File: config.mk
export PLATFORM = sky130hd
export DESIGN_NAME = fir_xifu_ex_simd
export DESIGN_NICKNAME = d
export VERILOG_FILES = /design/src/rtl/fir_xifu_pkg.sv /design/src/rtl/fir_xifu_simd_dotp.sv /design/src/rtl/fir_xifu_ex_simd.sv
export SDC_FILE = /design/constraint.sdc
export NUM_CORES = 2
export LEC_CHECK = 0
export ABC_AREA = 1
export ABC_CLOCK_PERIOD_IN_PS = 28500
export CORE_MARGIN = 8
export CORE_UTILIZATION = 55
export CTS_CLUSTER_DIAMETER = 80
export DETAILED_ROUTE_END_ITERATION = 7
export GPL_TIMING_DRIVEN = 0
export PLACE_DENSITY_LB_ADDON = 0.1
export SYNTH_ARGS = -nofsm -noshare
export SYNTH_HDL_FRONTEND = slang
export SYNTH_SLANG_ARGS = --single-unit
export TNS_END_PERCENT = 10
File: constraint.sdc
create_clock -name clk_i -period 28.5 [get_ports clk_i]
set_input_delay 5.7 -clock clk_i [delete_from_list [all_inputs] [get_ports clk_i]]
set_output_delay 5.7 -clock clk_i [all_outputs]
set_load 0.05 [all_outputs]
File: src/rtl/fir_xifu_pkg.sv
// Shared types for the FIR XIFU coprocessor: opcodes, EX-stage FSM states and
// the memory request held while a load/store is presented to the LSU.
package fir_xifu_pkg;

  typedef enum logic [1:0] {
    OpNop   = 2'd0,
    OpLoad  = 2'd1,
    OpStore = 2'd2,
    OpDotp  = 2'd3
  } fir_op_e;

  typedef enum logic [2:0] {
    StIdle,
    StMac,
    StWaitCommit,
    StMem,
    StDone
  } fir_ex_state_e;

  localparam logic Mode16 = 1'b0;
  localparam logic Mode8  = 1'b1;

  typedef struct packed {
    logic [31:0] addr;
    logic        we;
  } mem_req_t;

  // Post-increment address: base plus sign-extended 12-bit offset, wrapping at 2^32.
  function automatic logic [31:0] post_inc(input logic [31:0] base, input logic [11:0] imm);
    return base + {{20{imm[11]}}, imm};
  endfunction

endpackage

File: src/rtl/fir_xifu_simd_dotp.sv
// Combinational SIMD dot product: signed lane products in 16- or 8-bit lanes,
// summed with the accumulator operand, optionally saturated to XLEN.
module fir_xifu_simd_dotp
  import fir_xifu_pkg::*;
#(
  parameter int unsigned XLEN = 32
) (
  input  logic [XLEN-1:0] a_i,
  input  logic [XLEN-1:0] b_i,
  input  logic [XLEN-1:0] c_i,
  input  logic            mode_i,
  input  logic            sat_i,
  output logic [XLEN-1:0] result_o
);

  localparam int unsigned AccW    = XLEN + 4;
  localparam int unsigned Lanes16 = XLEN / 16;
  localparam int unsigned Lanes8  = XLEN / 8;

  logic [AccW-1:0] acc;
  logic [31:0]     ea16, eb16, p16;
  logic [15:0]     ea8, eb8, p8;
  logic            ovf;

  // Operands are sign-extended to twice their width, so the low half of an
  // unsigned product equals the exact signed product.
  always_comb begin
    acc  = {{4{c_i[XLEN-1]}}, c_i};
    ea16 = '0;
    eb16 = '0;
    p16  = '0;
    ea8  = '0;
    eb8  = '0;
    p8   = '0;
    if (mode_i == Mode8) begin
      for (int unsigned i = 0; i < Lanes8; i++) begin
        ea8 = {{8{a_i[8*i+7]}}, a_i[8*i+:8]};
        eb8 = {{8{b_i[8*i+7]}}, b_i[8*i+:8]};
        p8  = ea8 * eb8;
        acc = acc + {{(AccW-16){p8[15]}}, p8};
      end
    end else begin
      for (int unsigned i = 0; i < Lanes16; i++) begin
        ea16 = {{16{a_i[16*i+15]}}, a_i[16*i+:16]};
        eb16 = {{16{b_i[16*i+15]}}, b_i[16*i+:16]};
        p16  = ea16 * eb16;
        acc  = acc + {{(AccW-32){p16[31]}}, p16};
      end
    end
  end

  // Result fits in XLEN only if the bits above the XLEN sign bit are a pure sign extension.
  assign ovf = ~(&acc[AccW-1:XLEN-1]) & (|acc[AccW-1:XLEN-1]);

  always_comb begin
    result_o = acc[XLEN-1:0];
    if (sat_i && ovf) begin
      result_o = acc[AccW-1] ? {1'b1, {(XLEN-1){1'b0}}} : {1'b0, {(XLEN-1){1'b1}}};
    end
  end

endmodule

File: src/rtl/fir_xifu_ex_simd.sv
// FIR XIFU execute stage: SIMD dot product with modelled MAC latency and
// post-increment load/store issue with commit/kill handling for stores.
module fir_xifu_ex_simd
  import fir_xifu_pkg::*;
#(
  parameter int unsigned XLEN    = 32,
  parameter int unsigned MAC_LAT = 1,
  parameter int unsigned ID_W    = 4
) (
  input  logic            clk_i,
  input  logic            rst_i,
  input  logic            clear_i,
  input  logic            in_valid_i,
  output logic            in_ready_o,
  input  logic [1:0]      in_op_i,
  input  logic            in_mode_i,
  input  logic            in_sat_i,
  input  logic [ID_W-1:0] in_id_i,
  input  logic [4:0]      in_rd_i,
  input  logic [4:0]      in_rs1_i,
  input  logic [XLEN-1:0] in_base_i,
  input  logic [11:0]     in_imm_i,
  input  logic [4:0]      in_shamt_i,
  input  logic [XLEN-1:0] op_a_i,
  input  logic [XLEN-1:0] op_b_i,
  input  logic [XLEN-1:0] op_c_i,
  input  logic            commit_valid_i,
  input  logic [ID_W-1:0] commit_id_i,
  input  logic            commit_kill_i,
  input  logic            fwd_we_i,
  input  logic [4:0]      fwd_rd_i,
  input  logic [XLEN-1:0] fwd_result_i,
  output logic            mem_valid_o,
  input  logic            mem_ready_i,
  output logic [31:0]     mem_addr_o,
  output logic            mem_we_o,
  output logic [XLEN-1:0] mem_wdata_o,
  output logic [ID_W-1:0] mem_id_o,
  output logic            out_valid_o,
  input  logic            out_ready_i,
  output logic [1:0]      out_op_o,
  output logic [4:0]      out_rd_o,
  output logic [ID_W-1:0] out_id_o,
  output logic [XLEN-1:0] out_result_o,
  output logic [31:0]     out_next_addr_o
);

  // Accept itself is one cycle, so the counter covers only the remaining MAC cycles.
  localparam logic [1:0] MacCnt = (MAC_LAT > 1) ? 2'(MAC_LAT - 2) : 2'd0;

  fir_ex_state_e   state_q;
  fir_op_e         op_q;
  logic [4:0]      rd_q;
  logic [ID_W-1:0] id_q;
  mem_req_t        req_q;
  logic [XLEN-1:0] wdata_q;
  logic [XLEN-1:0] result_q;
  logic [31:0]     next_addr_q;
  logic [1:0]      cnt_q;

  fir_op_e         in_op;
  logic [XLEN-1:0] base_full;
  logic [31:0]     base;
  logic [XLEN-1:0] dotp_result;
  logic [XLEN-1:0] store_data;
  logic            accept_commit;
  logic            wait_hit;

  assign in_op         = fir_op_e'(in_op_i);
  assign base_full     = (fwd_we_i && (fwd_rd_i == in_rs1_i)) ? fwd_result_i : in_base_i;
  assign base          = base_full[31:0];
  assign store_data    = $signed(op_c_i) >>> in_shamt_i;
  assign accept_commit = commit_valid_i && (commit_id_i == in_id_i) && !commit_kill_i;
  assign wait_hit      = commit_valid_i && (commit_id_i == id_q);

  fir_xifu_simd_dotp #(
    .XLEN(XLEN)
  ) u_dotp (
    .a_i     (op_a_i),
    .b_i     (op_b_i),
    .c_i     (op_c_i),
    .mode_i  (in_mode_i),
    .sat_i   (in_sat_i),
    .result_o(dotp_result)
  );

  always_ff @(posedge clk_i) begin
    if (rst_i || clear_i) begin
      state_q     <= StIdle;
      op_q        <= OpNop;
      rd_q        <= '0;
      id_q        <= '0;
      req_q       <= '0;
      wdata_q     <= '0;
      result_q    <= '0;
      next_addr_q <= '0;
      cnt_q       <= '0;
    end else begin
      unique case (state_q)
        StIdle: begin
          if (in_valid_i) begin
            op_q        <= in_op;
            rd_q        <= in_rd_i;
            id_q        <= in_id_i;
            req_q.addr  <= base;
            req_q.we    <= (in_op == OpStore);
            wdata_q     <= store_data;
            result_q    <= (in_op == OpDotp) ? dotp_result : '0;
            next_addr_q <= ((in_op == OpLoad) || (in_op == OpStore)) ?
                           post_inc(base, in_imm_i) : '0;
            cnt_q       <= MacCnt;
            unique case (in_op)
              OpNop:   state_q <= StDone;
              OpDotp:  state_q <= (MAC_LAT > 1) ? StMac : StDone;
              OpLoad:  state_q <= StMem;
              OpStore: state_q <= accept_commit ? StMem : StWaitCommit;
              default: state_q <= StIdle;
            endcase
          end
        end
        StMac: begin
          if (cnt_q == 2'd0) begin
            state_q <= StDone;
          end else begin
            cnt_q <= cnt_q - 2'd1;
          end
        end
        StWaitCommit: begin
          // Kill takes priority over commit when both name this id.
          if (wait_hit) begin
            state_q <= commit_kill_i ? StIdle : StMem;
          end
        end
        StMem: begin
          if (mem_ready_i) begin
            state_q <= StDone;
          end
        end
        StDone: begin
          if (out_ready_i) begin
            state_q <= StIdle;
          end
        end
        default: state_q <= StIdle;
      endcase
    end
  end

  always_comb begin
    in_ready_o      = (state_q == StIdle);
    mem_valid_o     = 1'b0;
    mem_addr_o      = '0;
    mem_we_o        = 1'b0;
    mem_wdata_o     = '0;
    mem_id_o        = '0;
    out_valid_o     = 1'b0;
    out_op_o        = '0;
    out_rd_o        = '0;
    out_id_o        = '0;
    out_result_o    = '0;
    out_next_addr_o = '0;
    if (state_q == StMem) begin
      mem_valid_o = 1'b1;
      mem_addr_o  = req_q.addr;
      mem_we_o    = req_q.we;
      mem_wdata_o = wdata_q;
      mem_id_o    = id_q;
    end
    if (state_q == StDone) begin
      out_valid_o     = 1'b1;
      out_op_o        = op_q;
      out_rd_o        = rd_q;
      out_id_o        = id_q;
      out_result_o    = result_q;
      out_next_addr_o = next_addr_q;
    end
  end

endmodule

# Word-level counts from Yosys, hierarchy flattened
# Cells that the tools add are included.
dict set report totals {
  ff_bits 145
  latch_bits 0
  ramBits 0
  romBits 0
  in_bits 213
  out_inout_bits 147
  word_cells 90
  memories 0
}
dict set report classes {
  add_sub_neg 8
  n_mul 6
  div_mod_pow 0
  order_cmp 0
  n_eq_ne 16
  shifts 1
  mux 29
  bitwise 2
  reduce_logical 18
}
# operator n
set op_table {}
lappend op_table {{$mux 32} 9}
lappend op_table {{$add 36x36->36} 4}
lappend op_table {{$mul 16x16->32} 2}
lappend op_table {{$mul 8x8->16} 4}
lappend op_table {{$mux 36} 1}
lappend op_table {{$add 32x16->33} 1}
lappend op_table {{$add 32x32->33} 1}
lappend op_table {{$add 32x32->32} 1}
lappend op_table {{$sshr 32x5->32} 1}
lappend op_table {{$mux 3} 5}
lappend op_table {{$pmux 3 s5} 1}
lappend op_table {{$ne 2x2->1 const B} 6}
lappend op_table {{$reduce_and 5->1} 2}
lappend op_table {{$pmux 3 s3} 1}
lappend op_table {{$eq 4x4->1} 2}
lappend op_table {{$mux 2} 4}
lappend op_table {{$mux 4} 2}
lappend op_table {{$eq 3x2->1 const B} 2}
lappend op_table {{$eq 5x5->1} 1}
lappend op_table {{$logic_and 1x1->1} 5}
lappend op_table {{$mux 5} 1}
lappend op_table {{$reduce_or 5->1} 1}
lappend op_table {{$eq 2x2->1 const B} 2}
lappend op_table {{$logic_not 2->1} 2}
lappend op_table {{15 further kinds} 19}

# Depth between registers and ports, before layout
dict set report depth {
  ltp_word 12
  depth_mapped 52
  ltp_nobuf 50
}

# Cells and area by module
# From an unflattened synthesis, not the netlist that was laid out.
dict set report hier_totals {
  cells_unflattened 6262
  hier_area_um2 49174.7
}
# module n_inst cells_per_inst area_per_inst_um2 seq_area_each_um2
set modules_own_cells {}
lappend modules_own_cells {fir_xifu_simd_dotp 1 4491 38140.3 0.0}
lappend modules_own_cells {fir_xifu_ex_simd 1 1771 11034.3 2902.8}

# Least setup slack after synthesis
# OpenSTA, ideal clock, no wires.
dict set report synth_timing {
  path_type {input to register}
  startpoint {in op_a_i[7]}
  endpoint {reg result_q[29]}
  setup_time_ps 132
  arrival_time_ps 13513
  required_time_ps 28368
  slack_ps 14854
  stages 42
  n_path_buf 2
  path_cell_list {clkbuf_1 > nand2_1 > fa_1 > inv_1 > fa_1 > fa_1 > fa_1 > fa_1 > ha_1 > a21oi_1 > o21ai_0 > a21oi_1 > o21ai_1 > a21oi_1 > o21ai_1 > nand2_1 > nand2_1 > nand2_1 > (+6 left out) > ha_1 > inv_1 > o21bai_1 > nor2_1 > nand2_1 > a21oi_1 > nand2_1 > nand2_1 > nand3_1 > nand2_1 > inv_1 > nor2_1 > nand2_2 > nand3_4 > buf_4 > nand2_1 > nand3_1 > a21oi_1}
}
dict set report synth_via {
  elab_chain_len 12
  word_cells_on_any_way 17
  classes_between {6 x add/sub; 2 x mul; 4 x mux; 2 x bitwise; 3 x reduce/logical}
}
# item line_no
set synth_rtl {}
lappend synth_rtl {{start: declaration} fir_xifu_ex_simd.sv:24} ;# input logic [XLEN-1:0] op_a_i,
lappend synth_rtl {{$mul 8x8->16} fir_xifu_simd_dotp.sv:39} ;# p8 = ea8 * eb8;
lappend synth_rtl {{$add 32x16->33} fir_xifu_simd_dotp.sv:40} ;# acc = acc + {{(AccW-16){p8[15]}}, p8};
lappend synth_rtl {{$add 36x36->36 (3 in a row)} fir_xifu_simd_dotp.sv:40}
lappend synth_rtl {{$mux 36 *} fir_xifu_simd_dotp.sv:35} ;# if (mode_i == Mode8) begin
lappend synth_rtl {{$reduce_and 5->1} fir_xifu_simd_dotp.sv:53} ;# assign ovf = ~(&acc[AccW-1:XLEN-1]) & (|acc[AccW-1:XLEN-1]);
lappend synth_rtl {{$not 1->1} fir_xifu_simd_dotp.sv:53}
lappend synth_rtl {{$and 1x1->1} fir_xifu_simd_dotp.sv:53}
lappend synth_rtl {{$logic_and 1x1->1} fir_xifu_simd_dotp.sv:57} ;# if (sat_i && ovf) begin
lappend synth_rtl {{$mux 32 *} fir_xifu_simd_dotp.sv:57}
lappend synth_rtl {{$mux 32 *} fir_xifu_ex_simd.sv:108} ;# result_q <= (in_op == OpDotp) ? dotp_result : '0;
lappend synth_rtl {{end signal: assignment} fir_xifu_ex_simd.sv:108}
lappend synth_rtl {{end: declaration} fir_xifu_ex_simd.sv:57} ;# logic [XLEN-1:0] result_q;
# Mark *: on every way between the ends. The rest lies on a longest branch, timed or not.
# A chain may end at the register's enable or synchronous reset.

# Worst setup path in the final report
dict set report layout_timing {
  startpoint {in op_a_i[14]}
  endpoint {reg result_q[29]}
}
dict set report layout_via {
  elab_chain_len 11
  word_cells_on_any_way 16
  classes_between {5 x add/sub; 2 x mul; 4 x mux; 2 x bitwise; 3 x reduce/logical}
}
# item line_no
set layout_rtl {}
lappend layout_rtl {{$mul 8x8->16} fir_xifu_simd_dotp.sv:39}
lappend layout_rtl {{$add 36x36->36 (3 in a row)} fir_xifu_simd_dotp.sv:40}
lappend layout_rtl {{$mux 36 *} fir_xifu_simd_dotp.sv:35}
lappend layout_rtl {{$reduce_and 5->1} fir_xifu_simd_dotp.sv:53}
lappend layout_rtl {{$not 1->1} fir_xifu_simd_dotp.sv:53}
lappend layout_rtl {{$and 1x1->1} fir_xifu_simd_dotp.sv:53}
lappend layout_rtl {{$logic_and 1x1->1} fir_xifu_simd_dotp.sv:57}
lappend layout_rtl {{$mux 32 *} fir_xifu_simd_dotp.sv:57}
lappend layout_rtl {{$mux 32 *} fir_xifu_ex_simd.sv:108}
# Marked as above.

==> impl_metrics.py <==
metrics = {
    "run_status": {
        "status": "finished clean",
    },
    "logic_synthesis": {
        "synth_top_family_by_area": "adder cells",
        "synth.most_common_cell": "inv_1",
        "synthSimpleGateAreaFrac_pct": 15.0,
        "yosysUniqueCellTypes": 56,
        "synth_top_flop_cell": "dfxtp_1",
        "synth_enable_flop_cells": 0,
        "synthCells": 6458,
        "synth_area_per_cell_um2": 7.42,
        "synth_top_area_share_pct": 36.5,
        "synth_xor_area_share_pct": 3.25,
        "synth_compound_area_share_pct": 9.62,
        "synthAdderAreaFrac_pct": 48.0,
        "synth_seq_area_share_pct": 6.06,
        "synth_mux_area_share_pct": 1.29,
        "synth_nets": 7985,
        "yosys-top-cells-count": "inv_1, nand2_1, fa_1",
        "synth_top_area_cell": "fa_1",
        "ys_async_sr_fraction_pct": 0,
        "yosysWarnings": 0,
        "netlist_area_um2": 47900,
        "synth_area_leaders": "fa_1, inv_1, ha_1",
        "ys_ff_latch": 145,
    },
    "sta": {
        "worst_slew_pin_slew_ns": 1.24,
        "hold_violations": 0,
        "rsz0062_at_grt": "false",
        "tns_ns": 0,
        "setup_violations": 0,
        "fmax_mhz": 65.7,
        "relSlewSlack_pct": 17.1,
        "finalMaxSlewViolations": 0,
        "finalCriticalPeriod_ns": 15.23,
        "timing.final.crit_share_pct": 53.4,
        "skew_ns": 0.0162,
    },
    "cells_and_area": {
        "fin_nets": 8303,
        "drive_above_1_share_pct": 1.94,
        "fillCellCount": 8240,
        "area_growth_pct": 10.5,
    },
    "worst_setup_path": {
        "cp_slowest_cell": "fa_1",
        "cp_max_fo": 17,
        "crit_arrival_ns": 15.59,
        "r2r_start": "state_q[2]",
        "required_ns": 28.86,
        "crit_path_end_kind": "flip-flop",
        "r2r-end": "wdata_q[5]",
        "critPathKind": "primary input to flip-flop",
        "startpoint_type": "primary input",
        "reg2reg_depth": 8,
        "path_common_cell": "nand2_1",
        "r2r_setup_slack_ns": 25.41,
        "max_stage_delay_ns": 1.13,
    },
    "min_path": {
        "holdPathStages": 2,
        "worstHoldEndpoint": "rd_q[4]",
        "hold_class": "flip-flop to flip-flop",
        "min_from": "rd_q[4]",
    },
    "clock_tree": {
        "post_cts_buffers": 0,
        "cts_buffers": 17,
        "cts_hold_buf": 0,
        "clk_path_buf_depth": 2,
        "htree_levels": 4,
        "clk_pin_slew_ns": 0.06,
        "ctsResizeCount": 0,
        "clk_latency_ns": 0.45,
        "clock-root-buffer": "clkbuf_16",
        "cts_tree": "done",
        "cts_sinks": 145,
    },
    "floorplanning": {
        "start_util_pct": 55.4,
        "rows": 108,
        "coreArea_um2": 86500,
        "die_x_um": 311,
        "pin_count": 360,
        "fp.dieArea_um2": 96800,
        "die_y_um": 311,
    },
    "placement": {
        "portBuffers": 298,
        "hpwl_mm": 133,
        "place.gp.congestion": 0.986,
    },
    "routing": {
        "routed_via_density": 5.20,
        "route.final.wire_length_mm": 150,
        "drc_errors": 0,
        "ant_nets": 0,
        "drtPass1Iterations": 6,
        "drt_iter0_markers": 3270,
        "vias": 41300,
        "post_drt_wl_per_cell_um": 18.9,
    },
    "grt": {
        "grt_pass1_vias": 42100,
        "grt_max_degree": 26,
        "grtUsageTotal_pct": 31.0,
        "antenna_found_initial": 1,
        "overflow": 0,
        "grt_pass1_wl_mm": 237,
    },
    "flow_run": {
        "maxCapViolCount": 0,
    },
}
==> flip-flops by register name, summed over array words and instances, names as in the netlist <==
register and flops:
req_q 33, next_addr_q 32, result_q 32, wdata_q 32, rd_q 5, id_q 4, state_q 3, cnt_q 2
op_q 2
==> metal layers <==
layer  wire [um]  up-vias  track usage [%]
met5           0        -                0
met4        5930        0             10.2
met3        9760      225             3.60
met2       69800     1403             51.8
met1       64700    20000             42.0
li1            -    19700                -
==> kinds of logic (layout without fill, tap and decap cells) <==
kind of cell,after synthesis,in the layout
AOI/OAI and AO/OA,834,834
xor gates and xnor gates,178,178
adders and majority gates,1314,1314
buffers and inverters,2128,2459
DFF,145,145
muxes,58,58
other,0,2
and+or+nand+nor,1801,1801
==> placed cells by master (no fill, tap or decap), types with 6 or more instances in the layout <==
cell             instances
nor2_1                 358
fa_1                   873
nand3_1                116
buf_2                    6
o211a_1                  7
a21o_1                  12
a21oi_1                412
a31oi_1                 18
a221oi_1                17
xnor2_1                 85
o21a_1                  13
o21ai_0                252
dfxtp_1                145
xor2_1                  93
a211oi_1                11
ha_1                   441
mux2_2                  31
o211ai_1                16
clkbuf_16               17
clkbuf_1               191
or2_2                   27
nand2_2                 10
nand2_1               1210
o21bai_1                28
nor3_1                  36
buf_1                   16
inv_1                 1900
nand4_1                 13
clkdlybuf4s50_1        298
o221ai_1                10
mux2i_1                 27
o21ai_1                 12
nor4_1                   8
==> area by class of cell <==
cell class / instances / area (um^2) / share of cell area (%)
antenna: 2 / 5.00 / 0.00945
buffer: 218 / 863 / 1.63
clock buffer: 20 / 457 / 0.863
clock inverter: 12 / 121 / 0.229
inverter: 1910 / 7170 / 13.5
multi-input combinational: 4185 / 37000 / 69.8
sequential: 145 / 2900 / 5.48
tap: 1155 / 1450 / 2.73
timing repair buffer: 299 / 3000 / 5.67
==> how the worst max path moves through the flow <==
stage	from	endpoint	slack [ns]	cells after the start
2_1_floorplan	op_a_i[7]	result_q[29]	14.85	42
3_3_place_gp	op_a_i[14]	result_q[29]	12.89	46
3_5_place_dp	op_a_i[14]	result_q[20]	12.77	46
4_1_cts	op_a_i[14]	result_q[11]	13.22	45
5_1_grt	op_a_i[14]	result_q[7]	12.66	45
6_report	op_a_i[14]	result_q[29]	13.28	45
==> worst max-delay path, delay by kind of cell <==
family	cells	cell delay, ns
adders and majority gates	8	4.47
buffers and inverters	8	1.81
xor gates and xnor gates	1	0.52
and+or+nand+nor	22	2.09
AOI/OAI and AO/OA	6	0.95
==> through the flow <==
step	instance area (um^2)	hold WS (ns)	utilization, %	std cells	setup slack (ns)
3_5_place_dp	52400	0.450	60.5	7912	12.77
5_1_grt	52900	0.476	61.2	7945	12.66
2_1_floorplan	47900	0.430	-	6458	14.85
6_report	52900	0.457	61.2	7946	13.28
3_3_place_gp	52300	0.440	60.5	7911	12.89
4_1_cts	52900	0.459	61.2	7944	13.22
Power is left out: the tool's default activity adds up to more than one toggle a clock period on the data nets, which glitch-free logic cannot reach.
